**src/rtl/controle_alarme.sv**
```systemverilog
// Alarm controller: synchronises the raw condition s1, confirms it over several
// consecutive samples, latches the alarm until acknowledged, then enforces a lockout.
// Optional alarm event counter is enabled by defining ALARME_EVT_CNT_EN.
module controle_alarme #(
  parameter int CONFIRM_CYCLES = 4,
  parameter int HOLD_CYCLES    = 8,
  parameter int CNT_W          = 8
) (
  input  logic             clk,
  input  logic             rst_n,
  input  logic             s1,
  input  logic             ack,
  output logic             alarm,
  output logic             pending,
  output logic [CNT_W-1:0] event_cnt
);

  localparam int CNT_MAX = (CONFIRM_CYCLES > HOLD_CYCLES) ? CONFIRM_CYCLES : HOLD_CYCLES;
  localparam int CW      = (CNT_MAX > 1) ? $clog2(CNT_MAX) : 1;

  localparam logic [CW-1:0] CONFIRM_LAST = CW'(CONFIRM_CYCLES - 1);
  localparam logic [CW-1:0] HOLD_LAST    = CW'(HOLD_CYCLES - 1);

  // One-hot so that alarm and pending are each a single register bit, free of decode glitches.
  typedef enum logic [3:0] {
    IDLE    = 4'b0001,
    CONFIRM = 4'b0010,
    ALARM   = 4'b0100,
    HOLD    = 4'b1000
  } state_t;

  localparam int CONFIRM_BIT = 1;
  localparam int ALARM_BIT   = 2;

  state_t          state, state_nxt;
  logic [CW-1:0]   cnt, cnt_nxt;
  logic            s1_meta, s1_sync;

  always_ff @(posedge clk or negedge rst_n) begin
    if (!rst_n) begin
      s1_meta <= 1'b0;
      s1_sync <= 1'b0;
    end else begin
      // NOTE: sequential state uses non-blocking assignments so every flop samples pre-edge values.
      s1_meta <= s1;
      s1_sync <= s1_meta;
    end
  end

  always_ff @(posedge clk or negedge rst_n) begin
    if (!rst_n) begin
      state <= IDLE;
      cnt   <= '0;
    end else begin
      state <= state_nxt;
      cnt   <= cnt_nxt;
    end
  end

  always_comb begin
    // NOTE: defaults first so that every path assigns both outputs and no latch is inferred.
    state_nxt = state;
    cnt_nxt   = cnt;
    case (state)
      IDLE: begin
        if (s1_sync) begin
          state_nxt = CONFIRM;
          cnt_nxt   = CW'(1);
        end
      end
      CONFIRM: begin
        if (!s1_sync) begin
          state_nxt = IDLE;
          cnt_nxt   = '0;
        end else if (cnt == CONFIRM_LAST) begin
          state_nxt = ALARM;
          cnt_nxt   = '0;
        end else begin
          cnt_nxt = cnt + CW'(1);
        end
      end
      ALARM: begin
        if (ack) begin
          state_nxt = HOLD;
          cnt_nxt   = '0;
        end
      end
      HOLD: begin
        if (cnt == HOLD_LAST) begin
          if (s1_sync) begin
            state_nxt = CONFIRM;
            cnt_nxt   = CW'(1);
          end else begin
            state_nxt = IDLE;
            cnt_nxt   = '0;
          end
        end else begin
          cnt_nxt = cnt + CW'(1);
        end
      end
      default: begin
        state_nxt = IDLE;
        cnt_nxt   = '0;
      end
    endcase
  end

  always_comb begin
    alarm   = state[ALARM_BIT];
    pending = state[CONFIRM_BIT];
  end

`ifdef ALARME_EVT_CNT_EN
  logic             enter_alarm;
  logic [CNT_W-1:0] evt_q;

  assign enter_alarm = (state != ALARM) && (state_nxt == ALARM);

  // Saturates at all-ones rather than wrapping back to zero.
  always_ff @(posedge clk or negedge rst_n) begin
    if (!rst_n) begin
      evt_q <= '0;
    end else if (enter_alarm && (evt_q != '1)) begin
      evt_q <= evt_q + CNT_W'(1);
    end
  end

  assign event_cnt = evt_q;
`else
  assign event_cnt = '0;
`endif

endmodule

```
**config.mk**
```make
export PLATFORM = sky130hd
export DESIGN_NAME = controle_alarme
export DESIGN_NICKNAME = d
export VERILOG_FILES = /design/src/rtl/controle_alarme.sv
export SDC_FILE = /design/constraint.sdc
export NUM_CORES = 1
export LEC_CHECK = 0
export ABC_AREA = 1
export BUFFER_PORTS_ARGS = -buffer_cell sky130_fd_sc_hd__buf_2
export CAP_MARGIN = 20
export CORE_MARGIN = 2
export CORE_UTILIZATION = 49
export DETAILED_ROUTE_END_ITERATION = 10
export GPL_TIMING_DRIVEN = 0
export PLACE_DENSITY_LB_ADDON = 0.3
export SYNTH_ARGS = -nofsm -noshare
export SYNTH_HDL_FRONTEND = slang
export SYNTH_SLANG_ARGS = --single-unit
export TNS_END_PERCENT = 10
```
**constraint.sdc**
```tcl
create_clock -name clk -period 3 [get_ports clk]
set_clock_uncertainty 0.1 [all_clocks]
set_input_delay 0.15 -clock clk [delete_from_list [all_inputs] [get_ports clk]]
set_output_delay 0.15 -clock clk [all_outputs]
set_load 0.005 [all_outputs]
```
==> flow_metrics.tcl, run 1 <==
set metrics [dict create \
    cts-resized-gates 0 \
    max_stage_delay_ns 0.41 \
    critical_path.top_delay_family "adder cells" \
    clock-sinks 9 \
    yosysWarnings 0 \
    crit_required_ns 3.06 \
    timing.critical_path.buf_inv 0 \
    power.density_nw_per_um2 706.3 \
    ant_nets 0 \
    globalplace.congestion 0.8207 \
    clockBufferDepth 2 \
    final.setup.tns_ns 0 \
    grt_first_pass_wirelength_um 1683 \
    synth-seq-area-share_pct 33.96 \
    max-cap-violations 0 \
    core-area_um2 1285 \
    start_util_pct 51.90 \
    post-dp-hpwl_um 925.3 \
    portBuffers 5 \
    gr-total-overflow 0 \
    layout_commonest_cell "nand2_1" \
    drt_pass1_iterations 5 \
    synthesis.instances 87 \
    finalWorstSetupSlack_ns 1.474 \
    antenna_found_initial 0 \
    grt_max_degree 10 \
    crit_path_max_fanout 4 \
    hold_viol 0 \
    postCtsHoldBufs 2 \
    final_nets 114 \
    drt-initial-drc-count 9 \
    diodes 0 \
    ir_worst_vdd_uv 355.5 \
    vias 550 \
    status "finished, final reports clean" \
    netlist_area_um2 666.9 \
    slew_violations 0 \
    placementRows 13 \
    drive_gt1_share_pct 29.52 \
    htree_levels 1 \
    die-area_um2 1672 \
    synthDistinctLibCells 19 \
    register_area_um2 226.5 \
    clkTransAtPathRegs_ns 0.06 \
    fill_cells 116 \
    p_leak_uw 0.0004370 \
    synth-seq-cells 9 \
    reg2reg_setup_slack_ns 1.47 \
    cts_root_buf "clkbuf_4" \
    crit_path_end_kind "flip-flop" \
    finalCritPeriodShare_pct 50.85 \
    cp_common_cell "nand2_1" \
    hold_path.class "in2reg" \
    fp.dieH_um 40.89 \
    cts_setup_buffers 0 \
    critPathKind "reg2reg" \
    avgViaCountPerCell 4.583 \
    rsz0062_at_grt "no" \
    wl_per_cell_um 9.750 \
    pin_count 14 \
    critPathSlowestCell "dfrtp_1" \
    drc 0 \
    pre_cts_ws_ns 1.477 \
    crit_arrival_ns 1.59 \
    fmax_mhz 655.5 \
    grt_pass1_vias 448 \
    wl_um 1170 \
    die_w_um 40.89 \
    avgSynthCellArea_um2 7.665 \
    area_growth_pct 17.45 \
    final_area_um2 783.3 \
    numCtsBuffers 3 \
    path_cells "ha_1 -> ha_1 -> nor2_1 -> nand2_2 -> nand2_1 -> nor2_4 -> nand2_1 -> nand2_1" \
    final.min_clock_period_ns 1.526 \
    clock_latency_ns 0.27 \
    multi_input_area_um2 351.6 \
    setup_violations 0 \
    final_cell_mix "26 x nand2_1, 8 x inv_1, 8 x buf_4, 8 x conb_1, 8 x dfrtp_1" \
    track_usage_pct 17.41 \
    cts_tree "done" \
    placed_area_um2 737.0 \
    startpoint_type "flip-flop" \
]
stage by stage:
step / hold slack [ns] / power, µW / cells / utilization [%]
after floorplan: -0.2456 / 404.7 / 94 / -
after global placement: -0.09867 / 450.3 / 114 / 57.35
after detailed placement: -0.09381 / 458.3 / 114 / 57.35
after CTS: 0.09305 / 557.6 / 120 / 60.95
after global routing: 0.1248 / 600.5 / 120 / 60.95
final: 0.09325 / 553.2 / 120 / 60.95
registers in the layout, summed over array words and instances (netlist names):
name,count
state,4
cnt,3
s1_meta,1
s1_sync,1
worst reg2reg max path: cells and delay by family, from the launching register on:
family | cells | cell delay, ns
fa+ha+maj | 2 | 0.46
flops | 1 | 0.41
simple gates | 6 | 0.46
synth_stat cells (all sizes together):
| library cell | n | share of area, % |
|---|---|---|
| nor2 | 11 | 9.9 |
| o211ai | 1 | 1.1 |
| nand3 | 6 | 4.5 |
| inv | 10 | 5.6 |
| buf | 8 | 9.0 |
| nor3 | 1 | 0.75 |
| nand4 | 1 | 0.94 |
| nand2 | 33 | 23 |
| o21ai | 1 | 0.75 |
| bufinv | 1 | 2.6 |
| ha | 4 | 7.5 |
| dfstp | 1 | 3.9 |
| dfrtp | 8 | 30 |
| conb | 1 | 0.56 |
routing by layer:
metal,vias to the layer above,GRT usage [%],routed length (µm)
li1,285,-,-
met4,0,15.00,40
met1,245,16.61,449
met2,16,28.91,599
met3,4,6.522,80
met5,-,0,0
layout make-up:
type / instances / area share, %
Inverter: 11 / 7.029
Timing Repair Buffer: 7 / 5.751
Sequential cell: 9 / 28.91
Clock buffer: 4 / 3.355
Tap cell: 15 / 2.396
Multi-Input combinational cell: 66 / 44.89
Buffer: 8 / 7.668
report_power, final:
| part | internal (µW) | switching (µW) |
|---|---|---|
| Sequential | 157 | 31.3 |
| Combinational | 105 | 167 |
| Clock | 51.2 | 41.4 |
| Total | 314 | 239 |
kinds of logic (layout without fill, tap and decap cells):
| kind of cell | Yosys count | after routing | share of synthesized area, % |
|---|---|---|---|
| DFF | 9 | 9 | 33.96 |
| buffers and inverters | 19 | 30 | 17.26 |
| other | 1 | 8 | 0.5623 |
| adders and majority gates | 4 | 4 | 7.505 |
| and+or+nand+nor | 52 | 52 | 38.84 |
| AOI/OAI and AO/OA | 2 | 2 | 1.876 |
path summary, 6_finish.rpt:
path	startpoint	end	cells past startpoint
max	cnt[0]$_DFFE_PN0P_	state[2]$_DFFE_PN0P_	8
min	ack	state[2]$_DFFE_PN0P_	4
max reg2reg	cnt[0]$_DFFE_PN0P_	state[2]$_DFFE_PN0P_	8
min reg2reg	s1_meta$_DFF_PN0_	s1_sync$_DFF_PN0_	0
max in group asynchronous	rst_n	state[0]$_DFFE_PN1P_	2
min in group asynchronous	rst_n	state[2]$_DFFE_PN0P_	2
No activity file was read; power rests on OpenSTA's default activity.
==> inputs of run 2 (changes only) <==
Clock period 3 ns to 1.55 ns, I/O delays scaled along.
==> run 2 against run 1 <==
  * Die area unchanged
  * Critical path type unchanged
  * Critical path depth unchanged
  * Power up 99%
  * Utilization up 0.97 points
  * First-iteration DRC count up 33%
  * Clock power up 100%
  * Cell count up 0.83%
  * Sequential power up 92%
==> flow_metrics.tcl, run 2 (synthesis results as in run 1) <==
set metrics [dict create \
    status "finished, final reports clean" \
    portBuffers 5 \
    avgViaCountPerCell 4.554 \
    pin_count 14 \
    critPathKind "reg2reg" \
    grt_max_degree 10 \
    crit_path_end_kind "flip-flop" \
    final_cell_mix "26 x nand2_1, 9 x buf_4, 8 x inv_1, 8 x conb_1, 8 x dfrtp_1" \
    clkTransAtPathRegs_ns 0.06 \
    finalWorstSetupSlack_ns 0.09032 \
    path_cells "ha_2 -> ha_1 -> nor2_2 -> nand2_2 -> nand2_1 -> nor2_4 -> nand2_1 -> nand2_1" \
    gr-total-overflow 0 \
    cp_common_cell "nand2_1" \
    finalCritPeriodShare_pct 94.17 \
    clockBufferDepth 2 \
    fmax_mhz 685.1 \
    ir_worst_vdd_uv 719.2 \
    fp.dieH_um 40.89 \
    largestRegisters "state x4, cnt x3" \
    die-area_um2 1672 \
    crit_path_max_fanout 4 \
    max-cap-violations 0 \
    top_register "state" \
    setup_violations 0 \
    cts_root_buf "clkbuf_4" \
    crit_required_ns 1.61 \
    drc 0 \
    finalPower_uw 1103 \
    worstRegToRegCells 8 \
    critPathSlowestCell "dfrtp_1" \
    p_leak_uw 0.0004398 \
    final_nets 115 \
    max_stage_delay_ns 0.40 \
    layout_commonest_cell "nand2_1" \
    cp_num_cells 8 \
    area_growth_pct 19.32 \
    timing.critical_path.buf_inv 0 \
    wl_per_cell_um 10.40 \
    track_usage_pct 17.41 \
    globalplace.congestion 0.8207 \
    hold_viol 0 \
    wl_um 1259 \
    ant_nets 0 \
    hold_depth 4 \
    drt_pass1_iterations 4 \
    grt_first_pass_wirelength_um 1683 \
    diodes 0 \
    htree_levels 1 \
    cts_tree "done" \
    post-dp-hpwl_um 925.3 \
    startpoint_type "flip-flop" \
    clock_latency_ns 0.27 \
    critical_path.top_delay_family "simple AND/OR/NAND/NOR gates" \
    grt_pass1_vias 448 \
    placementRows 13 \
    numCtsBuffers 3 \
    largest_reg_flops 4 \
    hold_path.class "in2reg" \
    final.min_clock_period_ns 1.460 \
    pre_cts_ws_ns 0.02677 \
    slew_violations 0 \
    power.density_nw_per_um2 1386 \
    clock-sinks 9 \
    drt-initial-drc-count 12 \
    drive_gt1_share_pct 32.08 \
    core-area_um2 1285 \
    start_util_pct 51.90 \
    crit_arrival_ns 1.52 \
    vias 551 \
    die_w_um 40.89 \
    final.setup.tns_ns 0 \
    antenna_found_initial 0 \
]
run 2: metrics by stage:
| stage | cells | area [µm²] | util (%) | hold slack, ns |
|---|---|---|---|---|
| CTS | 120 | 783.3 | 60.95 | 0.02055 |
| floorplan | 94 | 693.2 | - | -0.3181 |
| global placement | 114 | 737.0 | 57.35 | -0.1712 |
| detailed placement | 114 | 737.0 | 57.35 | -0.1663 |
| global route | 121 | 795.8 | 61.93 | 0.05234 |
| finish | 121 | 795.8 | 61.93 | 0.01827 |
run 2: worst paths after layout:
| kind | start | end | slack (ns) |
|---|---|---|---|
| setup / recovery | cnt[0]$_DFFE_PN0P_ | state[2]$_DFFE_PN0P_ | 0.09 |
| hold / removal | ack | state[2]$_DFFE_PN0P_ | 0.02 |
| setup reg to reg | cnt[0]$_DFFE_PN0P_ | state[2]$_DFFE_PN0P_ | 0.09 |
| hold reg to reg | s1_meta$_DFF_PN0_ | s1_sync$_DFF_PN0_ | 0.26 |
| max in group asynchronous | rst_n | state[0]$_DFFE_PN1P_ | 1.01 |
| min in group asynchronous | rst_n | state[2]$_DFFE_PN0P_ | 0.09 |
run 2: final cells by class:
| class | count | area, µm² |
|---|---|---|
| repair buffers | 8 | 52.55 |
| clock buffers | 4 | 26.28 |
| plain buffers | 8 | 60.06 |
| multi-input cells | 66 | 356.6 |
| fillers | 114 | 489.2 |
| flip-flops and latches | 9 | 226.5 |
| well taps | 15 | 18.77 |
| inverters | 11 | 55.05 |
run 2: power breakdown:
| group | switching [µW] | internal, µW | total, µW |
|---|---|---|---|
| combinational | 334 | 222 | 556 |
| clock | 85.3 | 99.4 | 185 |
| sequential | 57.7 | 304 | 362 |
| total | 477 | 626 | 1100 |
run 2: repair_timing:
item,CTS,global route
endpoints found under the hold margin,10,0
setup buffers,0,1
hold buffers,2,0
endpoints found under the setup margin,0,5
gates resized for setup,0,2
run 2: routing by layer:
metal	up-vias	global-route usage (%)	part of all wire (%)
met3	4	6.522	5.7
met5	-	0	0
met4	0	15.00	3.2
li1	287	-	-
met2	16	28.91	53
met1	244	16.61	37
run 2: worst min-delay path: stages:
cell	delay, ns
buf_2	0.07
inv_1	0.03
nand4_1	0.11
nand2_1	0.06
